===== config.mk =====
export PLATFORM = sky130hd
export DESIGN_NAME = cla_pipe_adder
export DESIGN_NICKNAME = d
export VERILOG_FILES = /design/src/rtl/cla_pipe_adder_pkg.sv /design/src/rtl/cla_slice.sv /design/src/rtl/cla_pipe_adder.sv
export SDC_FILE = /design/constraint.sdc
export NUM_CORES = 1
export LEC_CHECK = 0
export CAP_MARGIN = 10
export CORE_MARGIN = 4
export CORE_UTILIZATION = 47
export CTS_BUF_LIST = sky130_fd_sc_hd__clkbuf_8
export CTS_CLUSTER_DIAMETER = 50
export CTS_CLUSTER_SIZE = 30
export DETAILED_ROUTE_END_ITERATION = 10
export PLACE_DENSITY = 0.81
export SYNTH_ARGS = -nofsm -noshare
export SYNTH_HDL_FRONTEND = slang
export SYNTH_SLANG_ARGS = --single-unit

===== constraint.sdc =====
create_clock -name clk -period 2.82 [get_ports clk]
set_input_delay 0.423 -clock clk [delete_from_list [all_inputs] [get_ports clk]]
set_output_delay 0.423 -clock clk [all_outputs]
set_load 0.005 [all_outputs]

===== src/rtl/cla_pipe_adder_pkg.sv =====
// Shared definitions for the pipelined carry-lookahead adder.
// Holds the derived-constant helpers (slice width SW = WIDTH/STAGES and
// CLA group count NGRP = SW/BLOCK) and the parameter legality check used
// by the top level to refuse an impossible configuration at elaboration.
package cla_pipe_adder_pkg;

  localparam int WIDTH_DEFAULT  = 32'sd64;
  localparam int STAGES_DEFAULT = 32'sd4;
  localparam int BLOCK_DEFAULT  = 32'sd4;

  // Width of one pipeline slice (SW).
  function automatic int slice_width(input int width, input int stages);
    int sw;
    if (stages > 32'sd0) begin
      sw = width / stages;
    end else begin
      sw = 32'sd0;
    end
    return sw;
  endfunction

  // Number of BLOCK-wide lookahead groups inside one slice (NGRP).
  function automatic int group_count(input int sw, input int block);
    int ngrp;
    if (block > 32'sd0) begin
      ngrp = sw / block;
    end else begin
      ngrp = 32'sd0;
    end
    return ngrp;
  endfunction

  // True when WIDTH splits evenly into STAGES slices and each slice into BLOCK groups.
  function automatic bit params_legal(input int width, input int stages, input int block);
    bit ok;
    ok = 1'b0;
    if ((stages > 32'sd0) && (block > 32'sd0) && (width >= stages)) begin
      ok = ((width % stages) == 32'sd0) &&
           ((slice_width(width, stages) % block) == 32'sd0) &&
           (slice_width(width, stages) >= block);
    end else begin
      ok = 1'b0;
    end
    return ok;
  endfunction

endpackage


===== src/rtl/cla_slice.sv =====
// Combinational SW-bit carry-lookahead slice.
// Ports:
//   a, b   : SW-bit operands (b already inverted by the caller for subtraction)
//   cin    : carry into bit 0
//   s      : SW-bit sum
//   cout   : carry out of bit SW-1
//   c_msb  : carry into bit SW-1 (lets the top slice derive signed overflow)
// Bits are grouped BLOCK-wide; each group forms a group generate/propagate
// pair and the group carries are resolved from those pairs, so the long
// carry path skips whole groups instead of rippling bit by bit.
module cla_slice
  import cla_pipe_adder_pkg::*;
#(
  parameter int SW    = 32'sd16,
  parameter int BLOCK = 32'sd4
) (
  input  logic [SW-1:0] a,
  input  logic [SW-1:0] b,
  input  logic          cin,
  output logic [SW-1:0] s,
  output logic          cout,
  output logic          c_msb
);

  localparam int NGRP = group_count(SW, BLOCK);

  logic [SW-1:0]   g;
  logic [SW-1:0]   p;
  logic [NGRP-1:0] grp_g;
  logic [NGRP-1:0] grp_p;
  logic [NGRP:0]   gc;
  logic [SW:0]     c;

  // Bit and group generate/propagate, group carries, then per-bit carries and sum.
  always_comb begin
    g     = a & b;
    p     = a ^ b;
    grp_g = '0;
    grp_p = '0;
    gc    = '0;
    c     = '0;

    for (int k = 0; k < NGRP; k++) begin
      grp_g[k] = 1'b0;
      grp_p[k] = 1'b1;
      for (int j = 0; j < BLOCK; j++) begin
        grp_g[k] = g[k*BLOCK + j] | (p[k*BLOCK + j] & grp_g[k]);
        grp_p[k] = grp_p[k] & p[k*BLOCK + j];
      end
    end

    gc[0] = cin;
    for (int k = 0; k < NGRP; k++) begin
      gc[k+1] = grp_g[k] | (grp_p[k] & gc[k]);
    end

    // Inside a group the carries start from the resolved group carry-in.
    for (int k = 0; k < NGRP; k++) begin
      c[k*BLOCK] = gc[k];
      for (int j = 1; j < BLOCK; j++) begin
        c[k*BLOCK + j] = g[k*BLOCK + j - 1] | (p[k*BLOCK + j - 1] & c[k*BLOCK + j - 1]);
      end
    end
    c[SW] = gc[NGRP];

    s     = p ^ c[SW-1:0];
    cout  = c[SW];
    c_msb = c[SW-1];
  end

endmodule


===== src/rtl/cla_pipe_adder.sv =====
// Pipelined carry-lookahead adder/subtractor.
// Ports:
//   clk, rst_n          : clock (rising edge), asynchronous active-low reset
//   flush               : synchronous, drops every in-flight operation
//   in_valid / in_ready : operand handshake (a, b, cin, sub)
//   sub                 : 1 computes a - b as a + ~b + 1 (cin ignored)
//   out_valid/out_ready : result handshake (sum, cout, ovf)
//   cout                : carry out of the MSB (for subtraction 1 = no borrow)
//   ovf                 : signed overflow, carry into MSB xor carry out
// The add is split into STAGES slices of SW bits. Stage i adds slice i and
// registers the carry, the finished low result bits and the still unused
// high operand bits, so the carry ripples between slices through flops.
module cla_pipe_adder
  import cla_pipe_adder_pkg::*;
#(
  parameter int WIDTH  = WIDTH_DEFAULT,
  parameter int STAGES = STAGES_DEFAULT,
  parameter int BLOCK  = BLOCK_DEFAULT
) (
  input  logic             clk,
  input  logic             rst_n,
  input  logic             flush,
  input  logic             in_valid,
  output logic             in_ready,
  input  logic [WIDTH-1:0] a,
  input  logic [WIDTH-1:0] b,
  input  logic             cin,
  input  logic             sub,
  output logic             out_valid,
  input  logic             out_ready,
  output logic [WIDTH-1:0] sum,
  output logic             cout,
  output logic             ovf
);

  localparam int SW = slice_width(WIDTH, STAGES);

  if (!params_legal(WIDTH, STAGES, BLOCK)) begin : g_bad_params
    $error("cla_pipe_adder: WIDTH must be divisible by STAGES and WIDTH/STAGES by BLOCK");
  end

  logic [STAGES-1:0] v_q;
  logic [STAGES-1:0] v_d;
  logic [STAGES-1:0] en;
  logic [WIDTH-1:0]  b_eff;
  logic              cin_eff;

  // Subtraction feeds the inverted B operand and forces the carry-in to 1.
  always_comb begin
    if (sub) begin
      b_eff   = ~b;
      cin_eff = 1'b1;
    end else begin
      b_eff   = b;
      cin_eff = cin;
    end
  end

  // Load enables, last stage first: a stage moves if it is empty or its successor moves.
  always_comb begin
    en             = '0;
    en[STAGES-1]   = ~v_q[STAGES-1] | out_ready;
    for (int i = STAGES - 2; i >= 0; i--) begin
      en[i] = ~v_q[i] | en[i+1];
    end
  end

  // Valid bits follow the load enables; flush overrides every load.
  always_comb begin
    v_d = v_q;
    if (flush) begin
      v_d = '0;
    end else begin
      if (en[0]) begin
        v_d[0] = in_valid;
      end else begin
        v_d[0] = v_q[0];
      end
      for (int i = 1; i < STAGES; i++) begin
        if (en[i]) begin
          v_d[i] = v_q[i-1];
        end else begin
          v_d[i] = v_q[i];
        end
      end
    end
  end

  // Stage valid register.
  always_ff @(posedge clk or negedge rst_n) begin
    if (!rst_n) begin
      v_q <= '0;
    end else begin
      v_q <= v_d;
    end
  end

  for (genvar i = 0; i < STAGES; i++) begin : g_stage
    localparam int LW = (i + 1) * SW;   // finished result bits held here
    localparam int RW = WIDTH - LW;     // operand bits still to be added

    logic [SW-1:0] sa;
    logic [SW-1:0] sb;
    logic          scin;
    logic [SW-1:0] s;
    logic          sc;
    logic          smsb;
    logic [LW-1:0] res_q;
    logic [LW-1:0] res_d;
    logic          c_q;
    logic          c_d;

    if (i == 0) begin : g_src
      // Slice 0 works directly on the offered operands.
      always_comb begin
        sa    = a[SW-1:0];
        sb    = b_eff[SW-1:0];
        scin  = cin_eff;
        res_d = s;
      end
    end else begin : g_src
      // Later slices take the operand bits and carry parked by the previous stage.
      always_comb begin
        sa    = g_stage[i-1].g_hold.opa_q[SW-1:0];
        sb    = g_stage[i-1].g_hold.opb_q[SW-1:0];
        scin  = g_stage[i-1].c_q;
        res_d = {s, g_stage[i-1].res_q};
      end
    end

    cla_slice #(
      .SW    (SW),
      .BLOCK (BLOCK)
    ) u_slice (
      .a     (sa),
      .b     (sb),
      .cin   (scin),
      .s     (s),
      .cout  (sc),
      .c_msb (smsb)
    );

    // Carry handed to the next slice.
    always_comb begin
      c_d = sc;
    end

    // Result and carry registers; frozen while the stage cannot advance.
    always_ff @(posedge clk or negedge rst_n) begin
      if (!rst_n) begin
        res_q <= '0;
        c_q   <= 1'b0;
      end else if (en[i]) begin
        res_q <= res_d;
        c_q   <= c_d;
      end
    end

    if (i < STAGES - 1) begin : g_hold
      logic [RW-1:0] opa_q;
      logic [RW-1:0] opa_d;
      logic [RW-1:0] opb_q;
      logic [RW-1:0] opb_d;

      if (i == 0) begin : g_op
        // Park everything above slice 0.
        always_comb begin
          opa_d = a[WIDTH-1:SW];
          opb_d = b_eff[WIDTH-1:SW];
        end
      end else begin : g_op
        // Drop the slice just consumed and pass the rest along.
        always_comb begin
          opa_d = g_stage[i-1].g_hold.opa_q[RW+SW-1:SW];
          opb_d = g_stage[i-1].g_hold.opb_q[RW+SW-1:SW];
        end
      end

      // Pending high operand bits.
      always_ff @(posedge clk or negedge rst_n) begin
        if (!rst_n) begin
          opa_q <= '0;
          opb_q <= '0;
        end else if (en[i]) begin
          opa_q <= opa_d;
          opb_q <= opb_d;
        end
      end
    end

    if (i == STAGES - 1) begin : g_last
      logic ovf_q;
      logic ovf_d;

      // Signed overflow from the top slice: carry into MSB differs from carry out.
      always_comb begin
        ovf_d = smsb ^ sc;
      end

      // Overflow flag register.
      always_ff @(posedge clk or negedge rst_n) begin
        if (!rst_n) begin
          ovf_q <= 1'b0;
        end else if (en[i]) begin
          ovf_q <= ovf_d;
        end
      end
    end else begin : g_mid
      // The carry into a slice MSB only matters for the top slice.
      logic unused_msb;
      always_comb begin
        unused_msb = smsb;
      end
    end
  end

  // Outputs come straight from the last stage registers.
  always_comb begin
    in_ready  = en[0];
    out_valid = v_q[STAGES-1];
    sum       = g_stage[STAGES-1].res_q;
    cout      = g_stage[STAGES-1].c_q;
    ovf       = g_stage[STAGES-1].g_last.ovf_q;
  end

endmodule


* Yosys cells after proc, flatten, opt, wreduce, memory -nomap -nowiden
Index checks and enable logic that the tools add are counted.
Cells by class: multiplexer cells 7, bitwise logic cells 294, reduce and logical (&&, ||, !) cells 4
Operator list (count):
- bitwise AND 1 bit | 160
- XOR 16 bit | 8
- OR 1 bit | 116
- bitwise AND 16 bit | 4
- two-way mux 64 bit | 1
- inverter 64 bit | 1
- nonzero test 2 bit | 4
- two-way mux 1 bit | 5
- two-way mux 4 bit | 1
- inverter 1 bit | 4
- XOR 1 bit | 1
Word-level totals: bits in registers 361, bits of input ports 135, output and inout port bits 68, word-level logic and storage cells 324

* Logic depth before layout (Yosys ltp)
word-level depth 21, mapped depth 13

* Hierarchy
A second synthesis with hierarchy kept.
Unflattened totals: cell total of the unflattened synthesis 1181, area total of the unflattened synthesis 16803.6 sq um
By module, submodules not included:
- cla_pipe_adder | instances 1, cells an instance 904, area an instance 14066.0 sq um
- cla_slice at g_stage[0].u_slice ... | instances 2, cells an instance 69, area an instance 679.4 sq um
- cla_slice at g_stage[2].u_slice | instances 1, cells an instance 70, area an instance 701.9 sq um
- cla_slice at g_stage[3].u_slice | instances 1, cells an instance 69, area an instance 676.9 sq um

* Worst setup path before layout
No wires, ideal clock.
path kind input to register, start input sub, end register g_stage[0].res_q[15], setup time 77 ps, arrival time 3393 ps, data required time 2743 ps, slack -650 ps, cell stages on the path 13, cell sequence buf_2 buf_2 xor2_1 ha_1 o211ai_1 a211oi_1 nor3_1 o21a_1 fa_1 fa_1 fa_1 xor2_1 a21oi_1
Between the ends: cells in the longest elaborated chain, start to end 20
RTL lines:
- start: declaration | RTL line cla_pipe_adder.sv:28 | input logic sub,
- two-way mux 64 bit | RTL line cla_pipe_adder.sv:50 | if (sub) begin
- XOR 16 bit or bitwise AND 16 bit (tied branches) | RTL line cla_slice.sv:37, cla_slice.sv:36
- bitwise AND 1 bit | RTL line cla_slice.sv:47 | grp_g[k] = g[k*BLOCK + j] | (p[k*BLOCK + j] & grp_g[k]);
- OR 1 bit | RTL line cla_slice.sv:47
- bitwise AND 1 bit | RTL line cla_slice.sv:47
- OR 1 bit | RTL line cla_slice.sv:47
- bitwise AND 1 bit | RTL line cla_slice.sv:47
- OR 1 bit | RTL line cla_slice.sv:47
- [... 4 more ...]
- OR 1 bit | RTL line cla_slice.sv:54 | gc[k+1] = grp_g[k] | (grp_p[k] & gc[k]);
- bitwise AND 1 bit | RTL line cla_slice.sv:61 | c[k*BLOCK + j] = g[k*BLOCK + j - 1] | (p[k*BLOCK + j - 1] & c[k*BLOCK + j - 1]);
- OR 1 bit | RTL line cla_slice.sv:61
- bitwise AND 1 bit | RTL line cla_slice.sv:61
- OR 1 bit | RTL line cla_slice.sv:61
- bitwise AND 1 bit | RTL line cla_slice.sv:61
- OR 1 bit | RTL line cla_slice.sv:61
- XOR 16 bit (*) | RTL line cla_slice.sv:66 | s = p ^ c[SW-1:0];
- end signal: assignment | RTL line cla_pipe_adder.sv:154 | res_q <= res_d;
- end: declaration | RTL line cla_pipe_adder.sv:108 | logic [LW-1:0] res_q;
Mark *: on every way between the ends. The rest lies on a longest branch, timed or not. A chain may end at the register's enable or synchronous reset.

* Final worst setup path
start register g_stage[2].g_hold.opb_q[0], end register g_stage[3].g_last.ovf_q, in the netlist ovf
Between the ends: cells in the longest elaborated chain, start to end 19
RTL lines:
- start: declaration | RTL line cla_pipe_adder.sv:162 | logic [RW-1:0] opb_q;
- start signal: assignment | RTL line cla_pipe_adder.sv:186 | opb_q <= opb_d;
- bitwise AND 16 bit | RTL line cla_slice.sv:36 | g = a & b;
- bitwise AND 1 bit | RTL line cla_slice.sv:47
- OR 1 bit | RTL line cla_slice.sv:47
- bitwise AND 1 bit | RTL line cla_slice.sv:47
- OR 1 bit | RTL line cla_slice.sv:47
- bitwise AND 1 bit | RTL line cla_slice.sv:47
- OR 1 bit | RTL line cla_slice.sv:47
- OR 1 bit (*) | RTL line cla_slice.sv:54
- [... 3 more ...]
- OR 1 bit (*) | RTL line cla_slice.sv:54
- bitwise AND 1 bit | RTL line cla_slice.sv:61
- OR 1 bit | RTL line cla_slice.sv:61
- bitwise AND 1 bit | RTL line cla_slice.sv:61
- OR 1 bit | RTL line cla_slice.sv:61
- bitwise AND 1 bit | RTL line cla_slice.sv:61
- OR 1 bit | RTL line cla_slice.sv:61
- XOR 1 bit (*) | RTL line cla_pipe_adder.sv:197 | ovf_d = smsb ^ sc;
- end signal: assignment | RTL line cla_pipe_adder.sv:205 | ovf_q <= ovf_d;
- end: declaration | RTL line cla_pipe_adder.sv:192 | logic ovf_q;
Marks and branches as above.

==> impl_metrics.ini <==
[run_status]
status = finished with violations
violations = setup timing

[floorplan]
core_um2 = 34600
die_height_um = 196
fp-row-count = 68
die-area_um2 = 38300
initial_core_util_pct = 47.8
io_pins = 203
die-width_um = 196

[place]
dp_cells = 2424
port_buffers = 202
hpwlAfterDp_um = 27000
dp_slack_ns = -0.669
gp_congestion = 0.894

[setup_path]
crit_end = ovf$_DFFE_PN0P_
reg2reg_slack_ns = -0.22
critPathMaxStageDelay_ns = 0.40
worstPathArrival_ns = 3.50
r2r_cells = 12
critPathLaunch = g_stage[2].g_hold.opb_q[0]$_DFFE_PN0P_
cpMostUsedCell = fa_2
critPathKind = flop to flop
cp-start-kind = flop
timing.rr.start = g_stage[2].g_hold.opb_q[0]$_DFFE_PN0P_
path_cells = ha_1, a21o_1, a221oi_2, nor2_1, nor2_1, o21ai_1, fa_2, fa_2, fa_2, inv_2, and4_4, o31ai_2
crit_fanout = 2
cp-end-kind = flop
cp.required_ns = 3.28
slowest_stage = dfrtp_1
r2r-end = ovf$_DFFE_PN0P_

[grt]
grt_start_max_net_pins = 148
grt_pass1_wl_um = 63700
antenna_found_initial = 6
grt_pass1_vias = 12900
grt.overflow.total = 0
groute.usage.overall_pct = 19.9

[power_and_ir_drop]
peakVddDrop_mv = 0.324
p_leak_nw = 10.0
powerDensity_nw_per_um2 = 637

[timing]
final.setup.tns_ns = -1.02
slew_headroom_pct = 57.0
whs_ns = 0.320
fin_ws_ns = -0.218
hold_violations = 0
period_minus_slack_ns = 3.04
fin_worst_skew_ns = 0.0214
final_max_slew_viol_count = 0
worst_slew_pin_slew_ns = 0.645
fin_crit_sh_pct = 108
setup_violations = 11
max_freq_mhz = 329
rsz0062_at_grt = yes

[yosys]
synthesis.area_um2 = 16600
syn-mean-instance-area_um2 = 9.31
synth_flop_cell = dfrtp_1
async_flop_share_pct = 100
synth-edff-count = 0
seq_area_frac_synth_pct = 54.6
yosys_warnings = 0
synth_seq_cells = 361
netlist_top_cells_area = dfrtp_1 (55%), nand2_1 (20%), fa_1 (5.8%)
syn-instance-count = 1778
yosysTopAreaCellShare_pct = 54.6
yosysUniqueCellTypes = 43
syn-num-nets = 2025
synth_top_area_cell = dfrtp_1

[layout]
stdcell_count = 2497
areaGrowthSynthToFinish_pct = 25.5
nets = 2260
drive_above_1_share_pct = 11.4

[clock_network]
htreeDepth = 1
clock-sinks = 361
cts_inserted_buffers = 31
clock_path_buffers = 3
clkTransAtPathRegs_ns = 0.10
cts_tree = done
root_buffer = clkbuf_8
clk_latency_ns = 0.61

[route]
viasPerCell = 4.94
antenna_left = 0
drc = 0
routedWlPerCell_um = 15.4
drt_iter0_drc = 721
first_pass_iters = 5
num_vias = 12300
wl_um = 38400

[min_path]
hold_path.class = primary input to flop

[run]
max-cap-violations = 0
-- sequential cells by signal, indices dropped and copies added, names as in the netlist --
name / cells
cout: 1
g_stage.g_hold.opb_q: 96
sum: 64
g_stage.g_hold.opa_q: 96
v_q: 4
g_stage.c_q: 3
ovf: 1
g_stage.res_q: 96
-- placed cells by master (no fill, tap or decap), drive strengths merged, types with 2 or more instances in the layout --
cell type,instances
clkinvlp,3
nand2b,2
inv,45
clkinv,10
nor2b,4
and4,3
and2,2
dfrtp,361
o21a,6
a221oi,2
nand4,10
a2bb2oi,2
o21ai,78
a21o,13
and3,2
a21oi,39
or4,2
fa,48
o31ai,2
a31oi,2
buf,86
bufinv,6
nand2,890
xnor2,60
ha,64
dlymetal6s2s,11
nor2,33
clkbuf,33
diode,5
xor2,20
clkdlybuf4s50,189
-- worst min path at each step --
stage / end / cells past startpoint / from / slack (ns)
finish: g_stage[0].res_q[1]$_DFFE_PN0P_ / 4 / a[1] / 0.32
global route: g_stage[0].g_hold.opa_q[3]$_DFFE_PN0P_ / 3 / a[19] / 0.29
global placement: g_stage[1].res_q[25]$_DFFE_PN0P_ / 2 / g_stage[1].res_q[25]$_DFFE_PN0P_ / 0.45
CTS: g_stage[0].g_hold.opa_q[3]$_DFFE_PN0P_ / 3 / a[19] / 0.28
detailed placement: sum[41]$_DFFE_PN0P_ / 2 / sum[41]$_DFFE_PN0P_ / 0.45
floorplan: cout$_DFFE_PN0P_ / 0 / rst_n / 0.13
-- critical path: cells and delay by family (launching register included) --
family / cells / cell delay, ns
adders and majority gates: 4 / 1.37
DFF: 1 / 0.40
and+or+nand+nor: 3 / 0.41
AOI/OAI and AO/OA: 4 / 0.65
buffers and inverters: 1 / 0.07
-- Yosys cell counts (all sizes together), types with 2 or more instances --
| cell type | number |
|---|---|
| o21a | 6 |
| a21oi | 39 |
| xor2 | 20 |
| and2 | 2 |
| and4 | 3 |
| fa | 48 |
| inv | 40 |
| xnor2 | 60 |
| a21o | 13 |
| nand2b | 2 |
| dfrtp | 361 |
| nor2b | 4 |
| a221oi | 2 |
| and3 | 2 |
| nand2 | 890 |
| a31oi | 2 |
| nor2 | 33 |
| buf | 54 |
| o31ai | 2 |
| a2bb2oi | 2 |
| ha | 64 |
| clkbuf | 31 |
| or4 | 2 |
| o21ai | 78 |
| nand4 | 10 |
-- cells by family after synthesis --
family / after synthesis / synth area share (%)
xor gates and xnor gates: 80 / 4.23
adders and majority gates: 112 / 10.6
buffers and inverters: 125 / 3.42
AOI/OAI and AO/OA: 151 / 5.15
DFF: 361 / 54.6
and+or+nand+nor: 949 / 22.0
-- report_power, final --
part	internal [mW]	switching [mW]	total [mW]
Combinational	1.61	1.32	2.93
Sequential	6.12	0.586	6.71
Clock	1.72	1.88	3.60
-- metal layers --
layer,vias up,part of all wire [%],global-route usage (%)
met4,2,4.5,7.99
met5,-,0.018,0
met1,5925,41,24.8
met3,99,3.9,2.39
li1,6040,-,-
met2,273,51,35.3
-- stage by stage --
step                util [%]  area [µm²]  total power, mW
finish                  60.0       20800             13.2
global route            60.0       20800             14.0
CTS                     59.1       20500             13.3
detailed placement      56.4       19500             9.58
global placement        56.4       19500             9.39
floorplan                  -       16700             7.99
-- timing repair --
item | CTS | global route
gates resized for setup | 32 | 50
setup buffers | 5 | 7
cloned | 0 | 0
endpoints found under the hold margin | 68 | 0
setup endpoints to repair | 17 | 22
hold buffers | 1 | 0
pin swaps | 13 | 33
-- area by class of cell --
type | instances | area (µm²)
fill | 2875 | 13800
sequential | 361 | 9030
multi-input combinational | 1292 | 7400
timing repair buffer | 287 | 2830
tap | 455 | 569
clock buffer | 33 | 454
clock inverter | 24 | 339
inverter | 40 | 153
antenna | 5 | 12.5
(Power assumes the default switching activity.)
==> variant (same settings) <==
Reset style: synchronous (`rst_n`), changed in 4 clocked blocks. Comments in the files are not updated.
--- a/src/rtl/cla_pipe_adder.sv
+++ b/src/rtl/cla_pipe_adder.sv
@@ -89,3 +89,3 @@
   // Stage valid register.
-  always_ff @(posedge clk or negedge rst_n) begin
+  always_ff @(posedge clk) begin
     if (!rst_n) begin
@@ -148,3 +148,3 @@
     // Result and carry registers; frozen while the stage cannot advance.
-    always_ff @(posedge clk or negedge rst_n) begin
+    always_ff @(posedge clk) begin
       if (!rst_n) begin
@@ -179,3 +179,3 @@
       // Pending high operand bits.
-      always_ff @(posedge clk or negedge rst_n) begin
+      always_ff @(posedge clk) begin
         if (!rst_n) begin
@@ -200,3 +200,3 @@
       // Overflow flag register.
-      always_ff @(posedge clk or negedge rst_n) begin
+      always_ff @(posedge clk) begin
         if (!rst_n) begin
Behaviour: not the same (a bounded check fails within 10 cycles, from zero or initial values and one cycle with rst_n low; the reset may be asserted at any time).
==> variant against the unedited design <==
- worst setup slack better by 0.016 ns
- wire length is 2.3% lower
- the run still ends with setup timing left
- area after synthesis is 6.4% lower
- non-clock buffer count is 9 higher
- core utilization is 0.48 points higher
- cell area is 5.3% lower
- highest routed layer is now met4
- final cell count is 0.52% higher
- sequential cell count stayed put
- sequential share of layout area is 6.6 points lower
Power is not compared: it rests on default switching activity, and its combinational part moved more than twofold at a synthesized area within 25%.
==> variant: results (changes against the unedited design) <==
layout.nets: 2287  # +1.2%
ys_types: 48  # +12%
hp-start: "a[55]"
synth.area.top_cells: "dfxtp_1 (47%), nand2_1 (14%), a21oi_1 (9.6%)"
postLayoutCoreUtil_pct: 60.5  # +0.48 points
synthAdderAreaFrac_pct: 11.4  # +0.73 points
grt_pass1_vias: 12800  # -1.1%
synth_xor_area_share_pct: 4.52  # +0.29 points
grt_max_degree: 119  # -20%
violations: "setup timing"
viasPerCell: 5.09  # +3.0%
cts.htree.levels: 2  # +1
final.setup.worst_slack_ns: -0.203  # +0.0156 ns
status: "finished, violations left"
clkTransAtPathRegs_ns: 0.13  # +0.03 ns
finalHoldWorstSlack_ns: 0.398  # +0.0777 ns
slowest_delay_ns: 0.35  # -0.05 ns
dpl.cell_count: 2439  # +0.62%
fillers: 2771  # -3.6%
setup_viol: 6  # -5
whs_path_depth: 3  # -1
synth_ff_type: "dfxtp_1"
hold_end: "g_stage[0].g_hold.opa_q[39]"
relSlewSlack_pct: 41.3  # -16 points
layout-drive-gt1-share_pct: 12.8  # +1.4 points
synth_nets: 2080  # +2.7%
place_area_mm2: 0.0184  # -5.5%
finalClockSkew_ns: 0.0357  # +0.0144 ns
crit_path_top_delay_cell: "dfxtp_2"
synth.top_cells.by_count: "nand2_1 (571), dfxtp_1 (361), a21oi_1 (297)"
## variant: cell types whose count changed after synthesis, moves of 4 or more
cell / unedited run / this run
dfrtp_1: 361 / 0
dfxtp_1: 0 / 361
nand2_1: 890 / 571
a21oi_1: 39 / 297
a211oi_1: 1 / 78
o21ai_0: 76 / 10
nor2_1: 33 / 85
clkbuf_1: 30 / 66
buf_1: 1 / 9
buf_4: 6 / 0
a21o_1: 13 / 17
buf_2: 45 / 49
## variant: power by group through the flow
stage / registers [µW] / clock network, µW / logic, µW
after global placement: 5720 / 0 / 1250
after CTS: 5620 / 3650 / 1330
after detailed placement: 5730 / 0 / 1290
after global routing: 5670 / 3850 / 1510
final: 5620 / 3550 / 1350
after floorplan: 5700 / 0 / 752
## variant: metal layers
layer | track usage [%] | vias up | wire (µm)
met2 | 35.5 | 260 | 18400
met1 | 25.6 | 5973 | 16400
met5 | 0 | - | 0
met3 | 2.68 | 83 | 1450
met4 | 8.10 | 0 | 1410
li1 | - | 6457 | -
## variant: logic make-up (layout without fill, tap and decap cells)
logic type,after synthesis,count (layout)
adder cells (fa/ha/maj),112,112
buffers and inverters,166,398
other,0,3
AND/OR/NAND/NOR,686,686
AO/OA/AOI/OAI,428,428
XOR/XNOR,80,80
flip-flops,361,361
## variant: what timing repair did
action                                  4_1_cts  5_1_grt
endpoints found under the setup margin       21       22
setup buffers                                 5        2
pin swaps                                    34       43
gates resized for setup                      57       41
hold buffers                                  0        0
## variant: layout make-up
class / count / share of cell area (%)
sequential: 361 / 36.8
clock buffer: 36 / 2.52
clock inverter: 25 / 1.59
antenna: 3 / 0.0381
multi-input combinational: 1306 / 41.1
timing repair buffer: 296 / 14.2
inverter: 41 / 0.845
tap: 442 / 2.81
